$ cat src/rtl/gpr_cdb_arb_pkg.sv
// gpr_cdb_arb_pkg: widths and the CDB payload type shared by the GPR result
// producers, the CDB arbiter and every CDB consumer (register file, ROB,
// reservation stations).
//   ROB_WIDTH      - width of a ROB tag
//   XLEN           - width of a GPR result
//   N_GPR_CDB_REQ  - number of producers on the GPR CDB (mov, alu, load, fpu->gpr)
//   cdb_t          - broadcast payload {valid, tag, data}
package gpr_cdb_arb_pkg;

    localparam int unsigned ROB_WIDTH     = 6;
    localparam int unsigned XLEN          = 32;
    localparam int unsigned N_GPR_CDB_REQ = 4;

    typedef struct packed {
        logic                 valid;
        logic [ROB_WIDTH-1:0] tag;
        logic [XLEN-1:0]      data;
    } cdb_t;

endpackage

$ cat src/rtl/gpr_cdb_arb_if.sv
// gpr_cdb_arb_if: producer request bundle plus the GPR CDB broadcast.
//   req_valid [N_REQ]     - producer has a result ready to broadcast
//   req_ready [N_REQ]     - per-producer grant (dispatch = valid && ready)
//   req_tag   [N_REQ]     - ROB tag, presented alongside req_valid
//   req_data  [N_REQ]     - producer result register, valid the cycle after grant
//   gpr_cdb               - broadcast to register file / ROB / reservation stations
// Modports: master = producer side, slave = arbiter side.
interface gpr_cdb_arb_if
    import gpr_cdb_arb_pkg::*;
#(
    parameter int unsigned N_REQ = N_GPR_CDB_REQ
);

    logic [N_REQ-1:0]                req_valid;
    logic [N_REQ-1:0]                req_ready;
    logic [N_REQ-1:0][ROB_WIDTH-1:0] req_tag;
    logic [N_REQ-1:0][XLEN-1:0]      req_data;
    cdb_t                            gpr_cdb;

    modport master (
        output req_valid,
        output req_tag,
        output req_data,
        input  req_ready,
        input  gpr_cdb
    );

    modport slave (
        input  req_valid,
        input  req_tag,
        input  req_data,
        output req_ready,
        output gpr_cdb
    );

endinterface

$ cat src/rtl/gpr_cdb_arb_rr_pick.sv
// rr_pick: combinational one-hot picker. Scans the request vector starting at
// i_start, wrapping past N-1 back to 0, and grants the first set bit.
//   i_req   [N]      - request vector
//   i_start [IDX_W]  - index the scan starts from (must be < N)
//   o_gnt_c [N]      - one-hot grant, all zero when i_req is zero
module rr_pick #(
    parameter int unsigned N     = 4,
    parameter int unsigned IDX_W = (N > 1) ? $clog2(N) : 1
) (
    input  logic [N-1:0]     i_req,
    input  logic [IDX_W-1:0] i_start,
    output logic [N-1:0]     o_gnt_c
);

    int unsigned w_idx;
    logic        w_found;

    // First requester at or after i_start, modulo N.
    always_comb begin
        o_gnt_c = '0;
        w_found = 1'b0;
        w_idx   = 0;
        for (int unsigned k = 0; k < N; k++) begin
            w_idx = (32'(i_start) + k) % N;
            if (!w_found && i_req[IDX_W'(w_idx)]) begin
                o_gnt_c[IDX_W'(w_idx)] = 1'b1;
                w_found                = 1'b1;
            end
        end
    end

endmodule

$ cat src/rtl/gpr_cdb_arb.sv
// gpr_cdb_arb: arbitrates the GPR result producers onto the single GPR CDB.
// A grant at edge t captures the winner's index and ROB tag; in cycle t+1 the
// CDB carries that tag with the winner's result register, which the producer
// has loaded by then. One grant per cycle, so full throughput is sustained.
//   clk    - clock, rising edge
//   reset  - asynchronous active-low reset
//   flush  - synchronous misprediction flush; blocks grants this cycle
//   bus    - gpr_cdb_arb_if.slave (req_valid/req_ready/req_tag/req_data, gpr_cdb)
// Build option: define GPR_CDB_ARB_RR_EN for round-robin arbitration; without
// it the lowest requesting index wins.
module gpr_cdb_arb
    import gpr_cdb_arb_pkg::*;
#(
    parameter int unsigned N_REQ = N_GPR_CDB_REQ
) (
    input  logic          clk,
    input  logic          reset,
    input  logic          flush,
    gpr_cdb_arb_if.slave  bus
);

    localparam int unsigned IDX_W = (N_REQ > 1) ? $clog2(N_REQ) : 1;

    logic                 r_valid_q;
    logic [ROB_WIDTH-1:0] r_tag_q;
    logic [IDX_W-1:0]     r_gnt_idx;

    logic [N_REQ-1:0]     w_req;
    logic [N_REQ-1:0]     w_gnt;
    logic [IDX_W-1:0]     w_start;
    logic [IDX_W-1:0]     w_gnt_idx;
    logic                 w_gnt_any;

    // Nothing competes during flush or while reset is held.
    assign w_req = (flush || !reset) ? '0 : bus.req_valid;

`ifdef GPR_CDB_ARB_RR_EN
    logic [IDX_W-1:0] r_rr_ptr;
    logic [IDX_W-1:0] w_rr_ptr_nxt;

    assign w_start = r_rr_ptr;

    // Point just past the winner, wrapping at N_REQ.
    assign w_rr_ptr_nxt = (w_gnt_idx == IDX_W'(N_REQ - 1)) ? '0 : w_gnt_idx + IDX_W'(1);

    // Priority pointer advances only when something is granted.
    always_ff @(posedge clk or negedge reset) begin
        if (!reset) begin
            r_rr_ptr <= '0;
        end else if (w_gnt_any) begin
            r_rr_ptr <= w_rr_ptr_nxt;
        end
    end
`else
    assign w_start = '0;
`endif

    rr_pick #(
        .N     (N_REQ),
        .IDX_W (IDX_W)
    ) u_rr_pick (
        .i_req   (w_req),
        .i_start (w_start),
        .o_gnt_c (w_gnt)
    );

    // One-hot grant to index.
    always_comb begin
        w_gnt_any = 1'b0;
        w_gnt_idx = '0;
        for (int unsigned i = 0; i < N_REQ; i++) begin
            if (w_gnt[i]) begin
                w_gnt_any = 1'b1;
                w_gnt_idx = IDX_W'(i);
            end
        end
    end

    assign bus.req_ready = w_gnt;

    // Broadcast stage: tag and index captured at grant, held across idle edges.
    always_ff @(posedge clk or negedge reset) begin
        if (!reset) begin
            r_valid_q <= 1'b0;
            r_tag_q   <= '0;
            r_gnt_idx <= '0;
        end else begin
            r_valid_q <= w_gnt_any;
            if (w_gnt_any) begin
                r_tag_q   <= bus.req_tag[w_gnt_idx];
                r_gnt_idx <= w_gnt_idx;
            end
        end
    end

    // Data comes straight from the winner's result register one cycle after grant.
    assign bus.gpr_cdb = '{valid: r_valid_q, tag: r_tag_q, data: bus.req_data[r_gnt_idx]};

endmodule

$ cat src/flat_wrapper.sv
// flat-port wrapper written by rule: the top's interface ports become plain ports
module gpr_cdb_arb_flat import gpr_cdb_arb_pkg::*;
#(
    parameter int unsigned N_REQ = N_GPR_CDB_REQ
)
  (clk, reset, flush, bus_req_valid, bus_req_tag, bus_req_data, bus_req_ready, bus_gpr_cdb);
  gpr_cdb_arb_if #(.N_REQ(N_REQ)) bus_i ();
  input  logic clk;
  input  logic reset;
  input  logic flush;
  input wire logic [$bits(bus_i.req_valid)-1:0] bus_req_valid;
  input wire logic [$bits(bus_i.req_tag)-1:0] bus_req_tag;
  input wire logic [$bits(bus_i.req_data)-1:0] bus_req_data;
  output wire logic [$bits(bus_i.req_ready)-1:0] bus_req_ready;
  output wire logic [$bits(bus_i.gpr_cdb)-1:0] bus_gpr_cdb;
  assign bus_i.req_valid = bus_req_valid;
  assign bus_i.req_tag = bus_req_tag;
  assign bus_i.req_data = bus_req_data;
  assign bus_req_ready = bus_i.req_ready;
  assign bus_gpr_cdb = bus_i.gpr_cdb;
  gpr_cdb_arb #(.N_REQ(N_REQ)) u_core (.clk(clk), .reset(reset), .flush(flush), .bus(bus_i));
endmodule
$ cat config.mk
export PLATFORM = sky130hd
export DESIGN_NAME = gpr_cdb_arb_flat
export DESIGN_NICKNAME = d
export VERILOG_FILES = /design/src/rtl/gpr_cdb_arb_pkg.sv /design/src/rtl/gpr_cdb_arb_if.sv /design/src/rtl/gpr_cdb_arb_rr_pick.sv /design/src/rtl/gpr_cdb_arb.sv /design/src/flat_wrapper.sv
export SDC_FILE = /design/constraint.sdc
export NUM_CORES = 1
export LEC_CHECK = 0
export CAP_MARGIN = 20
export CORE_MARGIN = 2
export CORE_UTILIZATION = 24
export CTS_BUF_LIST = sky130_fd_sc_hd__clkbuf_8 sky130_fd_sc_hd__clkbuf_16
export DETAILED_ROUTE_END_ITERATION = 7
export PLACE_DENSITY = 0.77
export SLEW_MARGIN = 20
export SYNTH_ARGS = -nofsm -noshare
export SYNTH_HDL_FRONTEND = slang
export SYNTH_SLANG_ARGS = --single-unit
export TNS_END_PERCENT = 20
$ cat constraint.sdc
create_clock -name clk -period 2.1 [get_ports clk]
set_input_delay 0.42 -clock clk [delete_from_list [all_inputs] [get_ports clk]]
set_output_delay 0.42 -clock clk [all_outputs]
set_load 0.05 [all_outputs]
# ---- Word-level counts from Yosys, hierarchy flattened
# Index checks and enable logic that the tools add are counted.
dict set report op_classes {
  order_cmp 2
  n_mux 19
  reduce_logical 8
}
# operator count
set ops {}
lappend ops {{32-bit binary-select mux with 2-bit select} 1}
lappend ops {{32-bit 2-to-1 mux} 1}
lappend ops {{6-bit binary-select mux with 2-bit select} 1}
lappend ops {{1-bit 2-to-1 mux} 9}
lappend ops {{4-bit 2-to-1 mux} 2}
lappend ops {{2-bit by 3-bit less-than comparator with 1-bit output (second input constant)} 2}
lappend ops {{2-bit 2-to-1 mux} 3}
lappend ops {{6-bit 2-to-1 mux} 1}
lappend ops {{1-bit zero test} 4}
lappend ops {{1-bit logical AND} 3}
lappend ops {{3-bit 2-to-1 mux} 1}
lappend ops {{1-bit logical OR} 1}
dict set report totals {
  ff_bits 9
  in_bits 159
  elab_cells 32
}

# ---- Logic depth before layout (Yosys ltp)
# Gate-level depths: netlist (run 1).
dict set report depth {
  word_depth 18
  ltp_mapped 5
  depth_no_buf 3
}

# ---- Modules after synthesis
# From an unflattened synthesis (run 1), not the netlist that was laid out.
dict set report unflattened {
  cells_unflattened 127
  hier_area_um2 1669.1
}
# module n_inst cells_each area_each_um2 seq_area_each_um2
set modules_own_cells {}
lappend modules_own_cells {gpr_cdb_arb 1 91 1331.3 225.2}
lappend modules_own_cells {rr_pick 1 36 337.8 0.0}

# ---- Worst setup path before layout (run 1)
# No wires, ideal clock.
dict set report synth_timing {
  path_type {input-to-output}
  startpoint {in flush}
  endpoint {out bus_req_ready[1]}
  arrival_time_ns 1.978
  slack_ns -0.298
  stages 4
  path_buffers 2
  cell_sequence {nand2b_1 > clkbuf_1 > clkbuf_1 > nor3_1}
}
dict set report synth_between {
  elab_chain_cells 8
}
# element line_no
set synth_rtl {}
lappend synth_rtl {{start: declaration} flat_wrapper.sv:10} ;# input logic flush;
lappend synth_rtl {{1-bit logical OR (*)} gpr_cdb_arb.sv:35} ;# assign w_req = (flush || !reset) ? '0 : bus.req_valid;
lappend synth_rtl {{4-bit 2-to-1 mux (*)} gpr_cdb_arb.sv:35}
lappend synth_rtl {{1-bit 2-to-1 mux} gpr_cdb_arb_rr_pick.sv:25} ;# if (!w_found && i_req[IDX_W'(w_idx)]) begin
lappend synth_rtl {{1-bit zero test} gpr_cdb_arb_rr_pick.sv:25}
lappend synth_rtl {{1-bit logical AND (*)} gpr_cdb_arb_rr_pick.sv:25}
lappend synth_rtl {{2-bit 2-to-1 mux (*)} gpr_cdb_arb_rr_pick.sv:25}
lappend synth_rtl {{3-bit 2-to-1 mux (*)} gpr_cdb_arb_rr_pick.sv:25}
lappend synth_rtl {{4-bit 2-to-1 mux (*)} gpr_cdb_arb_rr_pick.sv:25}
lappend synth_rtl {{end: declaration} flat_wrapper.sv:14} ;# output wire logic [$bits(bus_i.req_ready)-1:0] bus_req_ready;
# Mark *: on every way between the ends. The rest lies on a longest branch, timed or not.

# ---- Worst setup path in the final report (run 1)
dict set report layout_timing {
  startpoint {in reset}
  endpoint {out bus_req_ready[1]}
}
dict set report layout_between {
  elab_chain_cells 9
}
# element line_no
set layout_rtl {}
lappend layout_rtl {{start: declaration} flat_wrapper.sv:9} ;# input logic reset;
lappend layout_rtl {{1-bit zero test (no line) (*)} --}
lappend layout_rtl {{1-bit logical OR (*)} gpr_cdb_arb.sv:35}
lappend layout_rtl {{4-bit 2-to-1 mux (*)} gpr_cdb_arb.sv:35}
lappend layout_rtl {{1-bit 2-to-1 mux} gpr_cdb_arb_rr_pick.sv:25}
lappend layout_rtl {{1-bit zero test} gpr_cdb_arb_rr_pick.sv:25}
lappend layout_rtl {{1-bit logical AND (*)} gpr_cdb_arb_rr_pick.sv:25}
lappend layout_rtl {{2-bit 2-to-1 mux (*)} gpr_cdb_arb_rr_pick.sv:25}
lappend layout_rtl {{3-bit 2-to-1 mux (*)} gpr_cdb_arb_rr_pick.sv:25}
lappend layout_rtl {{4-bit 2-to-1 mux (*)} gpr_cdb_arb_rr_pick.sv:25}
# Marks and branches as above.

==> results of run 1 <==
-- cell usage after synthesis (all sizes together) --
| cell type | n |
|---|---|
| mux4 | 32 |
| a21oi | 19 |
| clkbuf | 10 |
| dfrtp | 9 |
| nor2 | 9 |
| buf | 7 |
| and3b | 6 |
| o32ai | 6 |
| or2b | 6 |
| and2 | 2 |
| nor3 | 2 |
| o22a | 2 |
| inv | 1 |
| nand2b | 1 |
| nand4bb | 1 |
| nor2b | 1 |
| nor4b | 1 |
| or4 | 1 |
-- metrics by stage --
stage	setup slack [ns]	utilization, %
2_1_floorplan	-0.183	-
3_3_place_gp	0.0716	70.5
3_5_place_dp	0.0616	70.5
4_1_cts	0.0396	71.6
5_1_grt	-0.00662	71.9
6_report	0.0497	71.9
-- sequential cells by signal (all words and copies together), names as in the netlist --
signal,cells
u_core.r_gnt_idx,2
u_core.r_tag_q,6
u_core.r_valid_q,1
-- cell usage in the layout (no fill, tap or decap), drive strengths merged --
cell type / instances
or4: 1
and2: 2
and3b: 6
mux4: 32
nand4bb: 1
nor3: 2
clkdlybuf4s50: 165
nor2: 9
buf: 52
a21oi: 19
nor4b: 1
dfrtp: 9
clkbuf: 3
o22a: 2
nand2b: 1
or2b: 6
nor2b: 1
o32ai: 6
inv: 2
-- metal layers --
layer | vias up | track usage [%] | part of all wire (%)
li1 | 891 | - | -
met1 | 916 | 23.4 | 31
met2 | 112 | 46.0 | 57
met3 | 6 | 7.53 | 11
met4 | 0 | 2.88 | 0.79
met5 | - | 0 | 0
-- repair_timing --
action,CTS,global route
buffers inserted,2,0
endpoints found under the setup margin,27,2
hold buffers,0,0
resized for setup,0,2
-- power groups by stage --
stage	sequential (W)	clock (W)	combinational [W]
floorplan	0.000278	0	0.000849
global placement	0.000232	0	0.00189
detailed placement	0.000232	0	0.00191
CTS	0.000222	0.000198	0.00193
global route	0.000225	0.000210	0.00199
finish	0.000222	0.000198	0.00192
-- kinds of logic after synthesis --
kind of cell | share of synthesized area, %
multiplexers | 51.2
AND/OR/NAND/NOR | 14.7
AO/OA/AOI/OAI | 11.7
buffers and inverters | 6.48
flip-flops | 16.0
-- final timing paths --
kind	to	start	cells after the start
setup / recovery	bus_req_ready[1]	reset	5
hold reg to reg	u_core.r_gnt_idx[1]	u_core.r_gnt_idx[1]	1
max in group asynchronous	u_core.r_gnt_idx[0]	reset	2
setup reg to reg	u_core.r_gnt_idx[0]	u_core.r_gnt_idx[0]	2
min in group asynchronous	u_core.r_tag_q[4]	reset	2
hold / removal	u_core.r_gnt_idx[1]	u_core.r_gnt_idx[1]	1
-- critical path, cell delays in order --
cell,delay (ns)
sky130_fd_sc_hd__clkdlybuf4s50_1,0.56
sky130_fd_sc_hd__nand2b_1,0.15
sky130_fd_sc_hd__buf_4,0.19
sky130_fd_sc_hd__nor3_4,0.15
sky130_fd_sc_hd__buf_12,0.16
-- area by class of cell --
class | count | area, um^2
Timing Repair Buffer | 217 | 2530
Clock inverter | 1 | 3.75
Multi-Input combinational cell | 89 | 1110
Inverter | 1 | 3.75
Tap cell | 72 | 90.1
Clock buffer | 3 | 41.3
Sequential cell | 9 | 226
Fill cell | 390 | 1570
==> summary.md, run 1 <==
In the global route stage, overall resource usage came out at 23.0%. The run gives 0 as the max-slew violation total from the final report. For the pin with the worst max-slew slack, the measured transition is 0.557 ns. The post-route standard cell area excluding fillers was 4010 um^2. The proportion of power drawn by flip-flops and latches was 9.5%. The first global-routing pass estimated 11,100 um of wire.

Clock latency on the worst-skew pair, taken at its later pin, is 0.23 ns. The kind of path behind the tightest hold check is register to register. The worst-path maximum fanout is 5, and the placer's final routability congestion estimate is 0.853.

After synthesis, the cell types taking the most area are sky130_fd_sc_hd__mux4_2, sky130_fd_sc_hd__dfrtp_1, sky130_fd_sc_hd__a21oi_1. The number of global-route vias before repair is 2,079, and the area growth from synthesis to layout is 184%. Dividing the synthesized area by the synthesized cell count gives 12.1 um^2.

Final cell count without fillers: 392. The worst setup path is of the primary input to primary output kind. The cell at the root of the clock tree is sky130_fd_sc_hd__clkbuf_8. Once detailed placement completed, the half-perimeter wirelength came to 7100 um. Part of the power in combinational logic: 82.0%. In this run, the number of DRC markers left after iteration 0 of detailed routing was 49. The height of the chip is 80.6 um. The clock net in this run drives a total of 9 sinks.

The power density over cell area came out at 583 nW/um^2. The placed instances occupy a cell area of 3930 um^2. The share of the Yosys chip area taken by registers is 16.0%.

The tools report the area enclosed by the die boundary as 6500 um^2. The final layout contains 480 nets. The detailed-router iteration count before antenna repair is 4. TritonCTS built the clock tree.

The antenna violation net count after detailed routing came out at 0. In the routed design, unresolved DRC markers number 0. Synthesis warning total: 0. For the net count after synthesis, the log shows 275. For the flop-to-flop setup slack, the log shows 1.15 ns. The logs give 0.00234 W for the overall power consumption and 0.557 ns for the worst hold-check slack. Kind of launch point of the worst setup path: a primary input. The leakage dissipation is 1.57 nW. During placement, the flow inserted port buffers numbering 201.

Setup violations remaining at the end of the flow were counted as 0. Summed over all nets, the switching power comes to 0.000971 W. The share of cells above drive strength 1 was 28.7%; the CTS buffer count was 3. Net switching is 41.6% of the power. The number of antenna diodes in the final layout is 0.

Counting flops and latches in the post-synthesis netlist gives 9. The area share of the leading cell type in the synthesized netlist is 51.2%, and the maximum ir drop on the vdd rail is 0.318 mV. STA puts the critical path data required time at 1.68 ns. The clock slew at the register clock pins of the worst setup and hold paths came out at 0.04 ns. The logs give 0 for the initial antenna violation count and 2 for the number of buffers on the longest clock path.

The worst setup path is captured at a primary output. The floorplan has 27 rows. The data arrival time of the worst path is 1.63 ns. The initial utilization of the core area, before any placement, comes to 25.3%. For the tightest slew margin relative to the limit, the log shows 62.8%. The total wire length was 8000 um; the total congestion overflow was 0. The cell type with the largest total area after synthesis was sky130_fd_sc_hd__mux4_2. Counting every instance in the synthesized netlist gives 116. Counting I/O delays and the setup requirement, the final critical path takes 2.05 ns.

Max-cap violations in this run came to 0. For the total number of H-tree levels, the log shows 1. The average wire per cell in the routed design is 20.4 um, and the internal power summed over all cells is 0.00137 W.

The run finished with clean final reports. The largest net degree at the start of global routing was 33. Clock skew on the completed layout was measured at 0 ns.

The overall die width is 80.6 um. Using the TritonRoute via totals, the vias-per-cell ratio works out to 4.91. For the number of placed instances, taps included, the log shows 386. For the clock power share, the log shows 8.5%. Synthesis instantiated 21 different standard cells from the library. 202 I/O pins were placed. The run gives 0 as the hold violation count in the final report. Setup total negative slack on the finished layout was measured at 0 ns.

The final critical path takes up 97.6% of the cycle. The synthesized netlist occupies a cell area of 1410 um^2. Static timing analysis puts the maximum clock frequency at 0.488 GHz.

After floorplanning, the core was sized to cover 5570 um^2. The overall via count from detail_route is 1,925.
Note: power is estimated with default switching activity, not from simulation.
==> run 2, diff against run 1 <==
Settings changed: ABC_CLOCK_PERIOD_IN_PS set to 2100.
==> results of run 2 <==
No change in the layout: final DEF, timing and power equal those of run 1.
==> variant, RTL diff (config.mk and constraints of run 2) <==
Change the package constant `ROB_WIDTH` from 6 to 8.
--- a/src/rtl/gpr_cdb_arb_pkg.sv
+++ b/src/rtl/gpr_cdb_arb_pkg.sv
@@ -8,5 +8,5 @@
 package gpr_cdb_arb_pkg;
 
-    localparam int unsigned ROB_WIDTH     = 6;
+    localparam int unsigned ROB_WIDTH     = 8;
     localparam int unsigned XLEN          = 32;
     localparam int unsigned N_GPR_CDB_REQ = 4;
Interface: changed (resized bus_gpr_cdb and bus_req_tag); port bits go from 202 to 212. The function was not compared with the original's and may differ.
==> variant against run 2 <==
  * Total power increased by 5.3%
  * Non-clock buffer count up 14
  * Area after synthesis is 8.3% higher
  * Routed wire length is 2.9% higher
  * Sequential cell count rose by 2
  * Final area rose by 6.7%
  * Worst setup slack improved by 0.00057 ns
  * Via count up 10%
  * Critical endpoint is now bus_gpr_cdb[14]
  * Largest power group unchanged
==> variant: results (changes against run 2) <==
stage	metric	value	unit	change
finish	n_diodes	0		unchanged
placed_design	GP Congestion	0.873		was 0.853
critical_path	CP max FO	15		was 5
placed_design	Area after DPL	0.00419	mm2	was 0.00393 mm2
yosys	post-synthesis mux area share	47.2	%	was 51.2%
placed_design	IO buf count	211		was 201
critical_path	R2R cell count	1		was 2
worst_hold_path	worst hold path class	in -> async		was reg -> reg
finish	layout net count	518		was 480
power_and_ir_drop	internal power	1.45	mW	was 1.37 mW
placed_design	placed cell count	421		was 386
yosys	syn_area_per_cell	11.5	um2	was 12.1 um2
routing	via count	2123		was 1,925
global_route	largest net degree at the start of global routing	33		unchanged
power_and_ir_drop	maximum VDD drop	450	uV	was 318 uV
finish	share of cells above drive strength 1	27.7	%	was 28.7%
placed_design	DP Worst Slack	-0.0242	ns	was 0.0616 ns
power_and_ir_drop	Leak	1.70	nW	was 1.57 nW
yosys	post-synthesis sequential area ratio	18.0	%	was 16.0%
yosys	syn_nets	300		was 275
routing	Vias/cell	4.97		was 4.91
routing	First DRT Iteration DRCs	59		was 49
sta	max_slew headroom	64.2	%	was 62.8%
status	status	finished clean		unchanged
yosys	top cells by area, synth	mux4_2 (47%), dfrtp_1 (18%), a21oi_1 (8.2%)		was mux4_2 (51%), dfrtp_1 (16%), a21oi_1 (6.7%)
yosys	Synth Area in Compound Gates	13.9	%	was 11.7%
clock_tree	Root Driver	clkbuf_8		unchanged
global_route	number of global-route vias before repair	2373		was 2,079
yosys	synth cell count leaders	mux4_2 (32), a21oi_1 (25), clkbuf_1 (11), dfrtp_1 (11), nor2_1 (11)		was mux4_2 (32), a21oi_1 (19), clkbuf_1 (10)
global_route	global-route wire length before repair	12700	um	was 11,100 um
placed_design	DP HPWL	7260	um	was 7100 um
global_route	GRT Util Overall	22.6	%	was 23.0%
finish	top flop regs	u_core.r_tag_q: 8 flops, u_core.r_gnt_idx: 2 flops, u_core.r_valid_q: 1 flops		was u_core.r_tag_q: 6 flops, u_core.r_gnt_idx: 2 flops, u_core.r_valid_q: 1 flops
variant: cell count changes in the layout (fill, tap and decap cells not counted), moves of 2 or more:
| cell | run 2 | this run |
|---|---|---|
| and3b_1 | 6 | 8 |
| nand2b_1 | 1 | 8 |
| or2b_1 | 6 | 0 |
| clkdlybuf4s50_1 | 165 | 171 |
| dlymetal6s2s_1 | 0 | 3 |
| dfrtp_1 | 8 | 10 |
| nor2_1 | 9 | 11 |
| o32ai_1 | 6 | 8 |
| buf_4 | 13 | 17 |
| a21oi_1 | 19 | 25 |
variant: power groups by stage:
stage               combinational, mW  sequential, mW  clock [mW]
finish                           1.98           0.273       0.202
global route                     2.05           0.278       0.214
CTS                              2.00           0.274       0.205
detailed placement               1.98           0.282           0
global placement                 1.96           0.281           0
floorplan                       0.863           0.349           0
variant: worst max-delay path: stages (launching register included):
cell,delay (ns)
dfrtp_2,0.46
buf_12,0.20
mux4_2,0.56
buf_12,0.17
variant: area by class of cell:
cell class / instances / area, um2
clock inverters: 1 / 3.75
inverters: 1 / 3.75
repair buffers: 231 / 2670
clock buffers: 3 / 41.3
well taps: 77 / 96.3
flip-flops and latches: 11 / 277
multi-input cells: 103 / 1190
fillers: 458 / 1970
variant: per-stage QoR:
step,setup TNS (ns),hold slack (ns)
final,0,0.0170
after global routing,-0.00826,0.0253
after CTS,0,0.383
after detailed placement,-0.0242,0.549
after global placement,-0.0102,0.535
after floorplan,-0.536,0.124
variant: what timing repair did:
| action | 4_1_cts | 5_1_grt |
|---|---|---|
| endpoints found under the setup margin | 29 | 7 |
| gates resized for setup | 1 | 6 |
| cloned | 0 | 0 |
| pin swaps | 0 | 0 |
| buffers inserted | 2 | 0 |
variant: final timing paths:
check	slack, ns	startpoint	endpoint
min	0.02	reset	u_core.r_tag_q[1]$_DFFE_PN0P_
max reg2reg	1.29	u_core.r_gnt_idx[0]$_DFFE_PN0P_	u_core.r_gnt_idx[0]$_DFFE_PN0P_
max in group asynchronous	1.67	reset	u_core.r_gnt_idx[0]$_DFFE_PN0P_
max	0.05	u_core.r_gnt_idx[0]$_DFFE_PN0P_	bus_gpr_cdb[14]
min reg2reg	0.55	u_core.r_gnt_idx[1]$_DFFE_PN0P_	u_core.r_gnt_idx[1]$_DFFE_PN0P_
min in group clk	0.55	u_core.r_gnt_idx[1]$_DFFE_PN0P_	u_core.r_gnt_idx[1]$_DFFE_PN0P_
variant: kinds of logic after synthesis:
| group | after synthesis |
|---|---|
| buffers and inverters | 19 |
| flip-flops | 11 |
| AND/OR/NAND/NOR | 36 |
| AO/OA/AOI/OAI | 35 |
| multiplexers | 32 |
variant: metal layers:
metal  vias to the layer above  share of wire [%]  GRT usage [%]
li1                        980                  -              -
met4                         0                3.1           5.87
met1                       995                 37           26.1
met3                        18                7.1           4.06
met2                       130                 52           42.5
met5                         -                  0              0
